[config.mk]
export PLATFORM = sky130hd
export DESIGN_NAME = bcd_serial_rx
export DESIGN_NICKNAME = d
export VERILOG_FILES = /design/src/rtl/bcd_serial_rx.sv
export SDC_FILE = /design/constraint.sdc
export NUM_CORES = 1
export LEC_CHECK = 0
export BUFFER_PORTS_ARGS = -buffer_cell sky130_fd_sc_hd__buf_2
export CORE_MARGIN = 8
export CORE_UTILIZATION = 55
export DETAILED_ROUTE_END_ITERATION = 12
export PLACE_DENSITY = 0.77
export REMOVE_ABC_BUFFERS = 1
export SLEW_MARGIN = 20
export SYNTH_ARGS = -nofsm -noshare
export SYNTH_HDL_FRONTEND = slang
export SYNTH_SLANG_ARGS = --single-unit
[constraint.sdc]
create_clock -name clk -period 3.45 [get_ports clk]
set_input_delay 0.1725 -clock clk [delete_from_list [all_inputs] [get_ports clk]]
set_output_delay 0.1725 -clock clk [all_outputs]
set_load 0.03 [all_outputs]
[src/rtl/bcd_serial_rx.sv]
// ---------------------------------------------------------------------------
// bcd_serial_rx
// Deserialises a UART-style frame carrying one 6-bit BCD word (tens digit
// 0-3 in [5:4], units digit in [3:0]) and drives the downstream BCD
// converter through bcd_out / g_n. Flags framing, parity and BCD-range faults.
//
// Frame: start(0), d0..d5 LSB first, [even parity], stop(1).
// Optional feature macro: RX_PARITY_EN (adds the parity bit and parity_err).
//
// Ports
//   clk         in   1  clock, rising edge
//   reset_n     in   1  asynchronous active-low reset
//   rx          in   1  serial line, idle high, asynchronous to clk
//   bcd_out     out  6  last accepted BCD word
//   g_n         out  1  converter enable, active low (0 = bcd_out valid)
//   word_valid  out  1  1-cycle pulse when bcd_out is updated
//   frame_err   out  1  1-cycle pulse: stop bit sampled 0
//   parity_err  out  1  1-cycle pulse: parity mismatch (0 without RX_PARITY_EN)
//   bcd_err     out  1  1-cycle pulse: accepted word has units digit > 9
// ---------------------------------------------------------------------------
module bcd_serial_rx #(
    parameter int unsigned CLKS_PER_BIT = 16
) (
    input  logic       clk,
    input  logic       reset_n,
    input  logic       rx,
    output logic [5:0] bcd_out,
    output logic       g_n,
    output logic       word_valid,
    output logic       frame_err,
    output logic       parity_err,
    output logic       bcd_err
);

    localparam int unsigned CNT_W = $clog2(CLKS_PER_BIT);
    localparam logic [CNT_W-1:0] HALF_LAST = CNT_W'(CLKS_PER_BIT / 2 - 1);
    localparam logic [CNT_W-1:0] FULL_LAST = CNT_W'(CLKS_PER_BIT - 1);

    localparam logic [2:0] IDLE   = 3'd0;
    localparam logic [2:0] START  = 3'd1;
    localparam logic [2:0] DATA   = 3'd2;
`ifdef RX_PARITY_EN
    localparam logic [2:0] PARITY = 3'd3;
`endif
    localparam logic [2:0] STOP   = 3'd4;

    logic             rx_meta;
    logic             rxs;
    logic [2:0]       state,      state_nxt;
    logic [CNT_W-1:0] cnt,        cnt_nxt;
    logic [2:0]       idx,        idx_nxt;
    logic [5:0]       shift,      shift_nxt;
    logic [5:0]       bcd_nxt;
    logic             g_n_nxt;
    logic             word_valid_nxt;
    logic             frame_err_nxt;
    logic             bcd_err_nxt;
`ifdef RX_PARITY_EN
    logic             par_bit,    par_bit_nxt;
    logic             parity_err_nxt;
`endif

    // Two-flop synchroniser; idle-high reset value so reset never looks like a start bit.
    always_ff @(posedge clk or negedge reset_n) begin
        if (!reset_n) begin
            rx_meta <= 1'b1;
            rxs     <= 1'b1;
        end else begin
            rx_meta <= rx;
            rxs     <= rx_meta;
        end
    end

    // State and output registers.
    always_ff @(posedge clk or negedge reset_n) begin
        if (!reset_n) begin
            state      <= IDLE;
            cnt        <= '0;
            idx        <= '0;
            shift      <= '0;
            bcd_out    <= '0;
            g_n        <= 1'b1;
            word_valid <= 1'b0;
            frame_err  <= 1'b0;
            bcd_err    <= 1'b0;
`ifdef RX_PARITY_EN
            par_bit    <= 1'b0;
            parity_err <= 1'b0;
`endif
        end else begin
            state      <= state_nxt;
            cnt        <= cnt_nxt;
            idx        <= idx_nxt;
            shift      <= shift_nxt;
            bcd_out    <= bcd_nxt;
            g_n        <= g_n_nxt;
            word_valid <= word_valid_nxt;
            frame_err  <= frame_err_nxt;
            bcd_err    <= bcd_err_nxt;
`ifdef RX_PARITY_EN
            par_bit    <= par_bit_nxt;
            parity_err <= parity_err_nxt;
`endif
        end
    end

`ifndef RX_PARITY_EN
    assign parity_err = 1'b0;
`endif

    // Next-state and output decode; all samples land mid-bit.
    always_comb begin
        state_nxt      = state;
        cnt_nxt        = cnt + CNT_W'(1);
        idx_nxt        = idx;
        shift_nxt      = shift;
        bcd_nxt        = bcd_out;
        g_n_nxt        = g_n;
        word_valid_nxt = 1'b0;
        frame_err_nxt  = 1'b0;
        bcd_err_nxt    = 1'b0;
`ifdef RX_PARITY_EN
        par_bit_nxt    = par_bit;
        parity_err_nxt = 1'b0;
`endif
        case (state)
            IDLE: begin
                cnt_nxt = '0;
                if (!rxs) state_nxt = START;
            end
            START: begin
                if (cnt == HALF_LAST) begin
                    cnt_nxt = '0;
                    if (!rxs) begin
                        state_nxt = DATA;
                        idx_nxt   = '0;
                    end else begin
                        state_nxt = IDLE;
                    end
                end
            end
            DATA: begin
                if (cnt == FULL_LAST) begin
                    cnt_nxt = '0;
                    // LSB-first: after six shifts d0 sits in bit 0.
                    shift_nxt = {rxs, shift[5:1]};
                    idx_nxt   = idx + 3'd1;
                    if (idx == 3'd5) begin
`ifdef RX_PARITY_EN
                        state_nxt = PARITY;
`else
                        state_nxt = STOP;
`endif
                    end
                end
            end
`ifdef RX_PARITY_EN
            PARITY: begin
                if (cnt == FULL_LAST) begin
                    cnt_nxt     = '0;
                    par_bit_nxt = rxs;
                    state_nxt   = STOP;
                end
            end
`endif
            STOP: begin
                if (cnt == FULL_LAST) begin
                    cnt_nxt   = '0;
                    state_nxt = IDLE;
                    if (!rxs) begin
                        frame_err_nxt = 1'b1;
                        g_n_nxt       = 1'b1;
                    end
`ifdef RX_PARITY_EN
                    // Even parity: data plus parity bit must hold an even count of ones.
                    else if (^{shift, par_bit}) begin
                        parity_err_nxt = 1'b1;
                        g_n_nxt        = 1'b1;
                    end
`endif
                    else begin
                        bcd_nxt        = shift;
                        g_n_nxt        = 1'b0;
                        word_valid_nxt = 1'b1;
                        bcd_err_nxt    = (shift[3:0] > 4'd9);
                    end
                end
            end
            default: begin
                state_nxt = IDLE;
                cnt_nxt   = '0;
            end
        endcase
    end

endmodule

==> impl_metrics.py <==
metrics = {
    "sta": {
        "min_period_ns": 1.79,
        "setup_viol": 0,
        "holdWs_ns": 0.368,
        "rsz0062_at_grt": "false",
        "slew_headroom_pct": 59.8,
        "skew_ns": 0.00266,
        "period_share_pct": 51.8,
        "max_freq_ghz": 0.560,
        "finalHoldViolCount": 0,
        "setup_tns_ns": 0,
        "max_slew.worst_pin.slew_ns": 0.603,
        "slew_viol_final": 0,
    },
    "routing": {
        "drt_iter0_markers": 12,
        "routedWlPerCell_um": 14.4,
        "vias_per_cell": 5.39,
        "route.layer.met1.wl_um": 840,
        "antenna_left": 0,
        "vias": 744,
        "dr.pass1.iters": 3,
        "routed-wl-met2_um": 983,
        "routed.top_layer": "met4",
        "routed-wl-met3_um": 106,
        "drcViolationCount": 0,
        "wirelength_mm": 1.99,
    },
    "synthesis": {
        "async_flop_share_pct": 100,
        "synth-compound-area-share_pct": 6.11,
        "yosysUniqueCellTypes": 34,
        "yosysMostFrequentCell": "dfrtp_1",
        "yosysTopAreaCell": "dfrtp_1",
        "synth_xor_area_share_pct": 2.90,
        "ys_warn_count": 0,
        "synth-adder-area-share_pct": 3.11,
        "syn_area_sq_mm": 0.00121,
        "muxShareOfSynthArea_pct": 12.8,
        "avgSynthCellArea_sq_um": 12.7,
        "synth.area.top_cells": "dfrtp_1 (52%), dfstp_2 (6.5%), mux2_1 (5.6%), mux2_2 (5.6%), ha_1 (3.1%)",
        "syn_inst": 95,
        "ys_ff_latch": 28,
        "synth-main-ff-cell": "dfrtp_1",
        "synth_top_area_share_pct": 51.8,
        "synth_edf_count": 0,
        "synth-simple-area-share_pct": 12.9,
        "synth_top_family_by_area": "simple AND/OR/NAND/NOR gates",
        "netlist_top_cells_count": "dfrtp_1 (25), mux2_1 (6), mux2_2 (6), nor2_1 (6)",
        "seq_area_frac_synth_pct": 58.3,
    },
    "cts": {
        "cts_resized": 0,
        "clkLatencyLatePin_ns": 0.32,
        "numClockSinks": 28,
        "h-tree-depth": 1,
        "root_buffer": "clkbuf_4",
        "clk_pin_slew_worst_paths_ns": 0.13,
        "postCtsSetupBuffers": 0,
        "clockBufferDepth": 2,
        "cts-hold-fix-buffers": 2,
        "numCtsBuffers": 3,
        "cts_tree": "yes",
    },
    "layout": {
        "final_area_sq_mm": 0.00133,
        "post_route_cells_drive_above_1_share_pct": 23.6,
        "stdcell_count": 138,
        "nets": 117,
        "synthToLayoutAreaGrowth_pct": 9.73,
        "num_antenna_cells": 0,
        "fillers": 180,
    },
    "worst_hold_path": {
        "min_path_type": "in -> async",
    },
    "placed_design": {
        "dp.cells": 132,
        "place_hpwl_mm": 1.46,
        "numPortBuffers": 12,
        "gp_congestion": 0.842,
        "place_area_sq_mm": 0.00128,
    },
    "global_routing": {
        "grt_pass1_wl_mm": 3.39,
        "antenna_found_initial": 0,
        "overflow": 0,
        "first_global_vias": 774,
        "grt.total_usage_pct": 10.7,
        "grt_start_max_net_pins": 29,
    },
    "pwr": {
        "combPwrFrac_pct": 16.1,
        "switching_share_pct": 27.6,
        "ir_worst_vdd_mv": 0.415,
        "p_sw_uw": 171,
        "power_leakage_nw": 0.696,
        "clockPowerShare_pct": 21.6,
        "p_per_area_mw_per_mm2": 466,
        "p_int_uw": 447,
        "seq_power_share_pct": 62.3,
        "power.total_uw": 618,
    },
    "floorplan": {
        "die_h_um": 62.9,
        "die-width_um": 62.9,
        "die_area_sq_mm": 0.00395,
        "core_area_sq_mm": 0.00215,
        "ios": 14,
        "rows": 17,
        "start_util_pct": 56.3,
    },
    "worst_setup_path": {
        "critPathCaptureType": "flop",
        "criticalPathCategory": "reg -> reg",
        "crit_path_max_fanout": 8,
        "crit_arrival_ns": 2.01,
        "worstSetupStartpointType": "flop",
        "critPathRequiredTime_ns": 3.67,
    },
    "flow_run": {
        "max_cap_violations": 0,
    },
    "run_status": {
        "status": "finished, final reports clean",
    },
}
-- power groups by stage --
stage                     logic (mW)  clock network [mW]  registers (mW)
after floorplan               0.0759                   0           0.383
after global placement        0.0932                   0           0.388
after detailed placement      0.0975                   0           0.391
after CTS                      0.101               0.140           0.384
after global routing           0.115               0.154           0.388
final                         0.0996               0.134           0.385
-- worst max-delay path: stages (launching register included) --
cell and delay, ns:
dfrtp_1 0.41, ha_1 0.26, and4b_1 0.27, and3_1 0.38, mux2_1 0.37
-- cells in the final DEF (no fill, tap or decap), types with 3 or more instances in the layout --
| cell type | count |
|---|---|
| dfrtp_1 | 25 |
| buf_2 | 12 |
| nor2_1 | 6 |
| mux2_2 | 6 |
| mux2_1 | 6 |
| inv_1 | 5 |
| nand2_1 | 5 |
| xor2_1 | 3 |
| a21oi_1 | 3 |
| o22ai_1 | 3 |
| ha_1 | 3 |
| clkbuf_4 | 3 |
| dfstp_2 | 3 |
-- per-layer routing --
layer  vias up  GRT usage, %
met5         -             0
met4         0          6.84
met3         7          3.58
met2        16          17.9
met1       364          11.3
li1        357             -
-- cell families (layout without fill, tap and decap cells) --
family,Yosys count,in the layout
other cells,1,1
mux,14,14
xor+xnor,4,4
buf+inv,8,23
flops,28,28
simple gates,27,27
compound gates,10,10
fa+ha+maj,3,3
-- metrics by stage --
step	util, %	worst slack, ns
4_1_cts	61.7	1.64
3_3_place_gp	59.6	1.77
2_1_floorplan	-	1.86
6_report	61.7	1.66
5_1_grt	61.7	1.55
3_5_place_dp	59.6	1.66
-- sequential cells by signal, indices dropped and copies added, names as in the netlist --
signal and flops:
rxs 1, state 3, g_n 1, shift 6, cnt 4, bcd_out 6, word_valid 1, frame_err 1
rx_meta 1, bcd_err 1, idx 3
-- layout make-up --
| class | count | area, sq um | area share, % |
|---|---|---|---|
| well taps | 28 | 35.0 | 2.64 |
| flip-flops and latches | 28 | 704 | 53.1 |
| clock buffers | 4 | 26.3 | 1.98 |
| repair buffers | 14 | 80.1 | 6.04 |
| inverters | 5 | 18.8 | 1.42 |
| multi-input cells | 59 | 462 | 34.8 |
-- path summary, 6_finish.rpt --
check	from	endpoint	slack [ns]	cells past startpoint
worst max-delay path	cnt[0]	bcd_out[2]	1.66	4
worst min-delay path	reset_n	bcd_out[2]	0.37	2
worst max register to register	cnt[0]	bcd_out[2]	1.66	4
worst min register to register	rx_meta	rxs	0.37	0
max in group asynchronous	reset_n	cnt[2]	2.69	2
min in group clk	rx_meta	rxs	0.37	0
Power figures use the tool's default switching activity.
